**src/rtl/div_pkg.sv**
```systemverilog
// Shared types for the sequential divider: controller state encoding and
// the bit-length width helper used by numOfBit consumers.
package div_pkg;

    typedef enum logic [1:0] {
        IDLE  = 2'd0,
        SETUP = 2'd1,
        ITER  = 2'd2,
        DONE  = 2'd3
    } div_state_t;

    // Width needed to hold a bit-length in 0..dw inclusive.
    function automatic int len_w(input int dw);
        return $clog2(dw) + 1;
    endfunction

endpackage

```
**src/rtl/numOfBit.sv**
```systemverilog
// Bit-length of an unsigned value: MSB index + 1, or 0 when the value is 0.
// Purely combinational.
module numOfBit #(
    parameter int DATA_WIDTH = 16
) (
    input  logic [DATA_WIDTH-1:0]       data,
    output logic [$clog2(DATA_WIDTH):0] num
);

    localparam int LW = $clog2(DATA_WIDTH) + 1;

    // Ascending scan so the highest set bit wins.
    always_comb begin
        num = '0;
        for (int i = 0; i < DATA_WIDTH; i++) begin
            if (data[i]) begin
                num = LW'(i + 1);
            end
        end
    end

endmodule

```
**src/rtl/div_seq_ctrl.sv**
```systemverilog
// Unsigned shift-subtract divider, leading zeros skipped; result 1+N edges after accept.
// Result held in DONE until out_ready; no new operands accepted on the release cycle.
module div_seq_ctrl
    import div_pkg::*;
#(
    parameter int DATA_WIDTH = 16
) (
    input  logic                  clk,
    input  logic                  rst_n,
    input  logic                  in_valid,
    output logic                  in_ready,
    input  logic [DATA_WIDTH-1:0] dividend,
    input  logic [DATA_WIDTH-1:0] divisor,
    output logic                  out_valid,
    input  logic                  out_ready,
    output logic [DATA_WIDTH-1:0] quotient,
    output logic [DATA_WIDTH-1:0] remainder,
    output logic                  div_by_zero,
    output logic                  busy
);

    localparam int LEN_W = len_w(DATA_WIDTH);

    div_state_t state, nxt;

    logic [DATA_WIDTH-1:0] a_reg, b_reg;
    logic [DATA_WIDTH-1:0] rem_reg, wdiv, q_reg;
    logic [LEN_W-1:0]      len_a, len_b, shift, cnt;
    logic                  dz_reg, ov_reg, ge, early_exit;

    numOfBit #(.DATA_WIDTH(DATA_WIDTH)) u_len_a (.data(a_reg), .num(len_a));
    numOfBit #(.DATA_WIDTH(DATA_WIDTH)) u_len_b (.data(b_reg), .num(len_b));

    // Divisor-zero and short-dividend cases finish without any iterations.
    assign early_exit = (b_reg == '0) || (len_a < len_b);
    assign shift      = len_a - len_b;
    assign ge         = (rem_reg >= wdiv);

    always_ff @(posedge clk or negedge rst_n) begin
        if (!rst_n) begin
            state <= IDLE;
        end else begin
            state <= nxt;
        end
    end

    always_comb begin
        nxt = state;
        case (state)
            IDLE:    if (in_valid)  nxt = SETUP;
            SETUP:   nxt = early_exit ? DONE : ITER;
            ITER:    if (cnt == '0) nxt = DONE;
            DONE:    if (out_ready) nxt = IDLE;
            default: nxt = IDLE;
        endcase
    end

    always_ff @(posedge clk or negedge rst_n) begin
        if (!rst_n) begin
            a_reg   <= '0;
            b_reg   <= '0;
            rem_reg <= '0;
            wdiv    <= '0;
            q_reg   <= '0;
            cnt     <= '0;
            dz_reg  <= 1'b0;
            ov_reg  <= 1'b0;
        end else begin
            ov_reg <= (nxt == DONE);
            case (state)
                IDLE: begin
                    if (in_valid) begin
                        a_reg  <= dividend;
                        b_reg  <= divisor;
                        dz_reg <= 1'b0;
                    end
                end
                SETUP: begin
                    rem_reg <= a_reg;
                    if (b_reg == '0) begin
                        q_reg  <= '1;
                        dz_reg <= 1'b1;
                    end else if (len_a < len_b) begin
                        q_reg <= '0;
                    end else begin
                        q_reg <= '0;
                        wdiv  <= b_reg << shift;
                        cnt   <= shift;
                    end
                end
                ITER: begin
                    if (ge) begin
                        rem_reg <= rem_reg - wdiv;
                    end
                    q_reg <= {q_reg[DATA_WIDTH-2:0], ge};
                    wdiv  <= wdiv >> 1;
                    if (cnt != '0) begin
                        cnt <= cnt - LEN_W'(1);
                    end
                end
                default: ;
            endcase
        end
    end

    assign in_ready    = (state == IDLE);
    assign busy        = (state != IDLE);
    assign out_valid   = ov_reg;
    assign quotient    = q_reg;
    assign remainder   = rem_reg;
    assign div_by_zero = dz_reg;

endmodule

```
**config.mk**
```make
export PLATFORM = sky130hd
export DESIGN_NAME = div_seq_ctrl
export DESIGN_NICKNAME = d
export VERILOG_FILES = /design/src/rtl/div_pkg.sv /design/src/rtl/numOfBit.sv /design/src/rtl/div_seq_ctrl.sv
export SDC_FILE = /design/constraint.sdc
export NUM_CORES = 1
export LEC_CHECK = 0
export ABC_AREA = 1
export BUFFER_PORTS_ARGS = -buffer_cell sky130_fd_sc_hd__buf_2
export CORE_AREA = 2 2 107 109
export DETAILED_ROUTE_END_ITERATION = 6
export DIE_AREA = 0 0 109 111
export HOLD_SLACK_MARGIN = 0.03
export PLACE_DENSITY = 0.74
export SLEW_MARGIN = 10
export SYNTH_ARGS = -nofsm -noshare
export SYNTH_HDL_FRONTEND = slang
export SYNTH_SLANG_ARGS = --single-unit
```
**constraint.sdc**
```tcl
create_clock -name clk -period 5.4 [get_ports clk]
set_input_delay 0.81 -clock clk [delete_from_list [all_inputs] [get_ports clk]]
set_output_delay 0.81 -clock clk [all_outputs]
set_load 0.01 [all_outputs]
```
# After elaboration in Yosys (flattened, before gate mapping)
# Cells that the tools add are included.
op_classes:
  addsub: 3
  multipliers: 0
  div_mod_pow: 0
  order_cmp: 2
  n_eq_ne: 10
  shifts: 1
  muxes: 51
  bitwise_logic: 0
  n_reduce_logical: 13
op_table:
  columns: ["op", "count"]
  rows:
  - ["one-hot mux 16 bit (2 select lines)", 3]
  - ["2-to-1 mux 16 bit", 4]
  - ["2-to-1 mux 4 bit", 16]
  - ["2-to-1 mux 5 bit", 5]
  - ["2-to-1 mux 3 bit", 8]
  - ["greater-or-equal comparator 16 bit", 1]
  - ["logical NOT 16 bit", 1]
  - ["<< shifter 16 x 5 -> 16 bit", 1]
  - ["subtractor 16 bit", 1]
  - ["2-to-1 mux 2 bit", 7]
  - ["inequality test 2 bit, second input constant", 6]
  - ["one-hot mux 5 bit (2 select lines)", 1]
  - ["one-hot mux 2 bit (4 select lines)", 1]
  - ["equality test 2 bit, second input constant", 3]
  - ["AND reduction 3 bit", 2]
  - ["nonzero test 2 bit", 3]
  - ["logical NOT 5 bit", 1]
  - ["< comparator 5 bit", 1]
  - ["2-to-1 mux 1 bit", 5]
  - ["nonzero test 5 bit", 1]
  - ["subtractor 5 x 1 -> 5 bit, second input constant", 1]
  - ["subtractor 5 bit", 1]
  - ["AND reduction 2 bit", 2]
  - ["AND reduction 4 bit", 1]
  - ["other kinds (4)", 4]
word_totals:
  ff_bits: 89
  latchBits: 0
  mem_bits_rw: 0
  mem_bits_ro: 0
  input_bits: 36
  output_inout_bits: 36
  wordCells: 89
  n_memories: 0

# Logic depth before layout (Yosys ltp)
depth:
  word_depth: 21
  depth_mapped: 28
  mapped_depth_nobuf: 28

# Modules after synthesis
# Synthesis repeated with hierarchy kept, for this count alone.
unflattened:
  hier_cells: 948
  area_unflattened_um2: 6268.5
modules_own_cells:
  columns: ["mod", "n_inst", "cells_per_inst", "area_each_um2", "seq_area_each_um2"]
  rows:
  - ["div_seq_ctrl", 1, 864, 5900.7, 2227.1]
  - ["numOfBit", 2, 42, 183.9, 0.0]

# Worst setup path after synthesis
# OpenSTA, ideal clock, no wires.
synth_timing:
  path_type: "register to register"
  from: "reg b_reg[1]"
  to: "reg wdiv[7]"
  setup_ps: 76
  t_arrival_ps: 2801
  required_ps: 5324
  slack_ps: 2523
  stages_incl_launch_ff: 28
  path_buffers: 1
  period_less_slack_ps: 2877
  cell_sequence: "dfrtp_1 inv_1 nand2_1 nand2_1 nand2_1 nand2_1 nand2_1 nand2_1 nand2_1 nand2_1 nand2_1 nand2_1 nand2_1 nand2_1 nand2_1 a21oi_1 ha_1 inv_1 fa_1 inv_1 buf_2 o21ai_0 nand2_1 o21ai_2 nand3_1 o21ai_0 nand2_1 o21ai_1"
synth_between:
  elab_chain_cells: 20
  elab_cells_between_ends: 25
  classes_between: "add/sub: 1; order compare: 1; eq/ne: 2; shift: 1; mux: 18; reduce/logical: 2"
synth_lines:
  columns: ["item", "line", "source"]
  rows:
  - ["from (decl)", "div_seq_ctrl.sv:26", "logic [DATA_WIDTH-1:0] a_reg, b_reg;"]
  - ["from (signal assigned)", "div_seq_ctrl.sv:74", "b_reg <= divisor;"]
  - ["2-to-1 mux 2 bit (2 in a row)", "numOfBit.sv:16", "if (data[i]) begin"]
  - ["2-to-1 mux 3 bit (4 in a row)", "numOfBit.sv:16", null]
  - ["2-to-1 mux 4 bit (8 in a row)", "numOfBit.sv:16", null]
  - ["2-to-1 mux 5 bit", "numOfBit.sv:16", null]
  - ["subtractor 5 bit", "div_seq_ctrl.sv:36", "assign shift = len_a - len_b;"]
  - ["<< shifter 16 x 5 -> 16 bit", "div_seq_ctrl.sv:87", "wdiv <= b_reg << shift;"]
  - ["2-to-1 mux 16 bit", "div_seq_ctrl.sv:83", "end else if (len_a < len_b) begin"]
  - ["2-to-1 mux 16 bit", "div_seq_ctrl.sv:80", "if (b_reg == '0) begin"]
  - ["one-hot mux 16 bit (2 select lines)", "div_seq_ctrl.sv:70", "case (state)"]
  - ["to (signal assigned)", "div_seq_ctrl.sv:87", null]
  - ["to (signal assigned)", "div_seq_ctrl.sv:96", "wdiv <= wdiv >> 1;"]
  - ["to (decl)", "div_seq_ctrl.sv:27", "logic [DATA_WIDTH-1:0] rem_reg, wdiv, q_reg;"]
# Several ways; a longest one is shown, not always the timed one. The select of a mux whose other input is x is not followed.
# A chain may end at the register's enable or synchronous reset.

# Worst setup path in the final report
# Ends and elaborated chain as after synthesis.

==> flow_summary.toml <==
[outcome]
outcome = "complete, no violations"

[layout]
diodes = 0
area_growth_pct = 13.1
final_common_cell = "nand2_1"
multiInputGateArea_sq_mm = 0.00311
fin_nets = 945
drive_gt1_share_pct = 14.6
nFillCells = 1057
regArea_sq_mm = 0.00223
final_cell_mix = "232 x nand2_1, 92 x nor2_1, 90 x inv_1, 89 x dfrtp_1, 70 x buf_2"

[floorplan]
die_h_um = 111
rows = 39
start_util_pct = 52.8
design.portCount = 72
core-area_sq_mm = 0.0111
die_area_sq_mm = 0.0121
die_w_um = 109

[clocking]
cts_inserted_buffers = 9
ctsResizeCount = 0
clk_pin_slew_ps = 70
clk_path_buf_depth = 2
tritoncts = "built"
cts_root_buffer = "clkbuf_16"
clock_sinks = 89
htree_levels = 3
clock_latency_ps = 350
ctsHoldBuffers = 0
post_cts_buffers = 0

[routing]
via_count = 5456
dr.pass1.iters = 5
post-route-drc-count = 0
routed_wl_um = 14300
wl_per_cell_um = 13.9
final_antenna_net_count = 0
avgViaCountPerCell = 5.30
drtIter0Drc = 314

[worst_setup_path]
crit_buf_inv = 3
cp-end-kind = "register"
critical_path.max_stage_delay_ps = 790
worstPathRequired_ps = 5680
crit_family = "adder cells"
critPathMaxFanout = 16
cpMaxStageDelayCell = "fa_1"
regToRegStartpoint = "b_reg[1]"
rrSetupSlack_ps = 1790
crit_top_cell = "nand2_1"
rr_worst_depth = 26
timing.rr.end = "wdiv[7]"
path_class = "register to register"
startpoint_type = "register"
cp.arrival_ps = 3890

[sta]
setup_viol = 0
rsz0062_at_grt = "no"
worstMarginPinSlew_ps = 819
skew_ps = 7.24
maxSlewViolCount = 0
fmax_mhz = 277
fin_crit_ps = 3610
fin_setup_tns_ps = 0
timing.final.crit_share_pct = 66.8
hold_violations = 0
slew_headroom_pct = 45.4

[logic_synthesis]
synth_flop_cell = "dfrtp_1"
synthSimpleGateAreaFrac_pct = 27.5
synth_top_area_cell = "dfrtp_1"
postSynthCellCount = 824
yosysTopAreaCellShare_pct = 38.1
synth_top_family_by_area = "simple AND/OR/NAND/NOR gates"
synth_edf_count = 0
synth-seq-cells = 89
syn_nets = 888
synth.area.mux_share_pct = 0.557
yosysUniqueCellTypes = 44
synth_compound_area_share_pct = 17.9
synth_xor_xnor_area_share_pct = 0.878
synth_fa_ha_area_share_pct = 6.25
synth.top_cells.by_area = "dfrtp_1 38%, nand2_1 15%, nor2_1 5.9%"
async_reset_ff_share_pct = 100
syn-mean-instance-area_sq_um = 7.09
syn_area_sq_mm = 0.00584
yosysSeqAreaShare_pct = 38.1
yosys_warnings = 0

[global_route]
grt_pass1_vias = 5126
grt_usage_pct = 25.3
grt_antenna_before_repair = 0
gr-total-overflow = 0
grt_max_degree = 67
grt_pass1_wl_um = 24100

[placement]
place.gp.congestion = 0.937
dp.final_hpwl_um = 10600
io_buffers = 71

[hold_path]
min_path_type = "input pin to asynchronous set/reset pin"

[run]
cap_violations = 0
-- metrics by stage --
stage,instance area [sq um],worst slack (ps),hold WS (ps),instances,utilization (%)
floorplan,5840,2520,449,824,-
global placement,6260,1900,463,1013,56.5
detailed placement,6260,1860,466,1013,56.5
CTS,6610,1820,358,1029,59.7
global route,6610,1250,372,1029,59.7
finish,6610,1790,350,1029,59.7
-- worst max-delay path by stage --
stage / from / end / slack, ps / depth (start not counted)
5_1_grt: b_reg[1] / wdiv[10] / 1250 / 27
6_report: b_reg[1] / wdiv[7] / 1790 / 26
3_3_place_gp: a_reg[2] / wdiv[7] / 1900 / 25
2_1_floorplan: b_reg[1] / wdiv[7] / 2520 / 27
4_1_cts: b_reg[1] / wdiv[7] / 1820 / 26
3_5_place_dp: a_reg[2] / wdiv[7] / 1860 / 25
-- layer usage --
metal  vias up  routed length [um]  GRT usage [%]
li1       2794                   -              -
met1      2495                6680           35.1
met2       141                6520           40.1
met3        26                 730           3.59
met4         0                 337           9.40
met5         -                   0              0
-- Yosys cell counts, drive strengths merged, types with 3 or more instances --
library cell and number:
a21oi 58, a31oi 3, buf 17, clkbuf 12
dfrtp 89, ha 26, inv 94, nand2 237
nand3 46, nand4 5, nor2 98, o211ai 10
o21ai 94, o22ai 11, xor2 5
-- cell families (layout without fill, tap and decap cells) --
family | after synthesis | after routing
flip-flops | 89 | 89
AND/OR/NAND/NOR | 392 | 392
buffers and inverters | 124 | 186
multiplexers | 3 | 3
AO/OA/AOI/OAI | 183 | 183
XOR/XNOR | 5 | 5
adder cells (fa/ha/maj) | 28 | 28
-- final cells by class --
class,instances,share of cell area (%)
Multi-Input combinational cell,611,47.0
Sequential cell,89,33.7
Timing Repair Buffer,75,5.87
Inverter,95,5.39
Clock buffer,12,3.88
Tap cell,143,2.71
Clock inverter,4,1.50
Power is not shown: default switching activity piles up to over one toggle a cycle in this logic, so the estimate is an artifact.
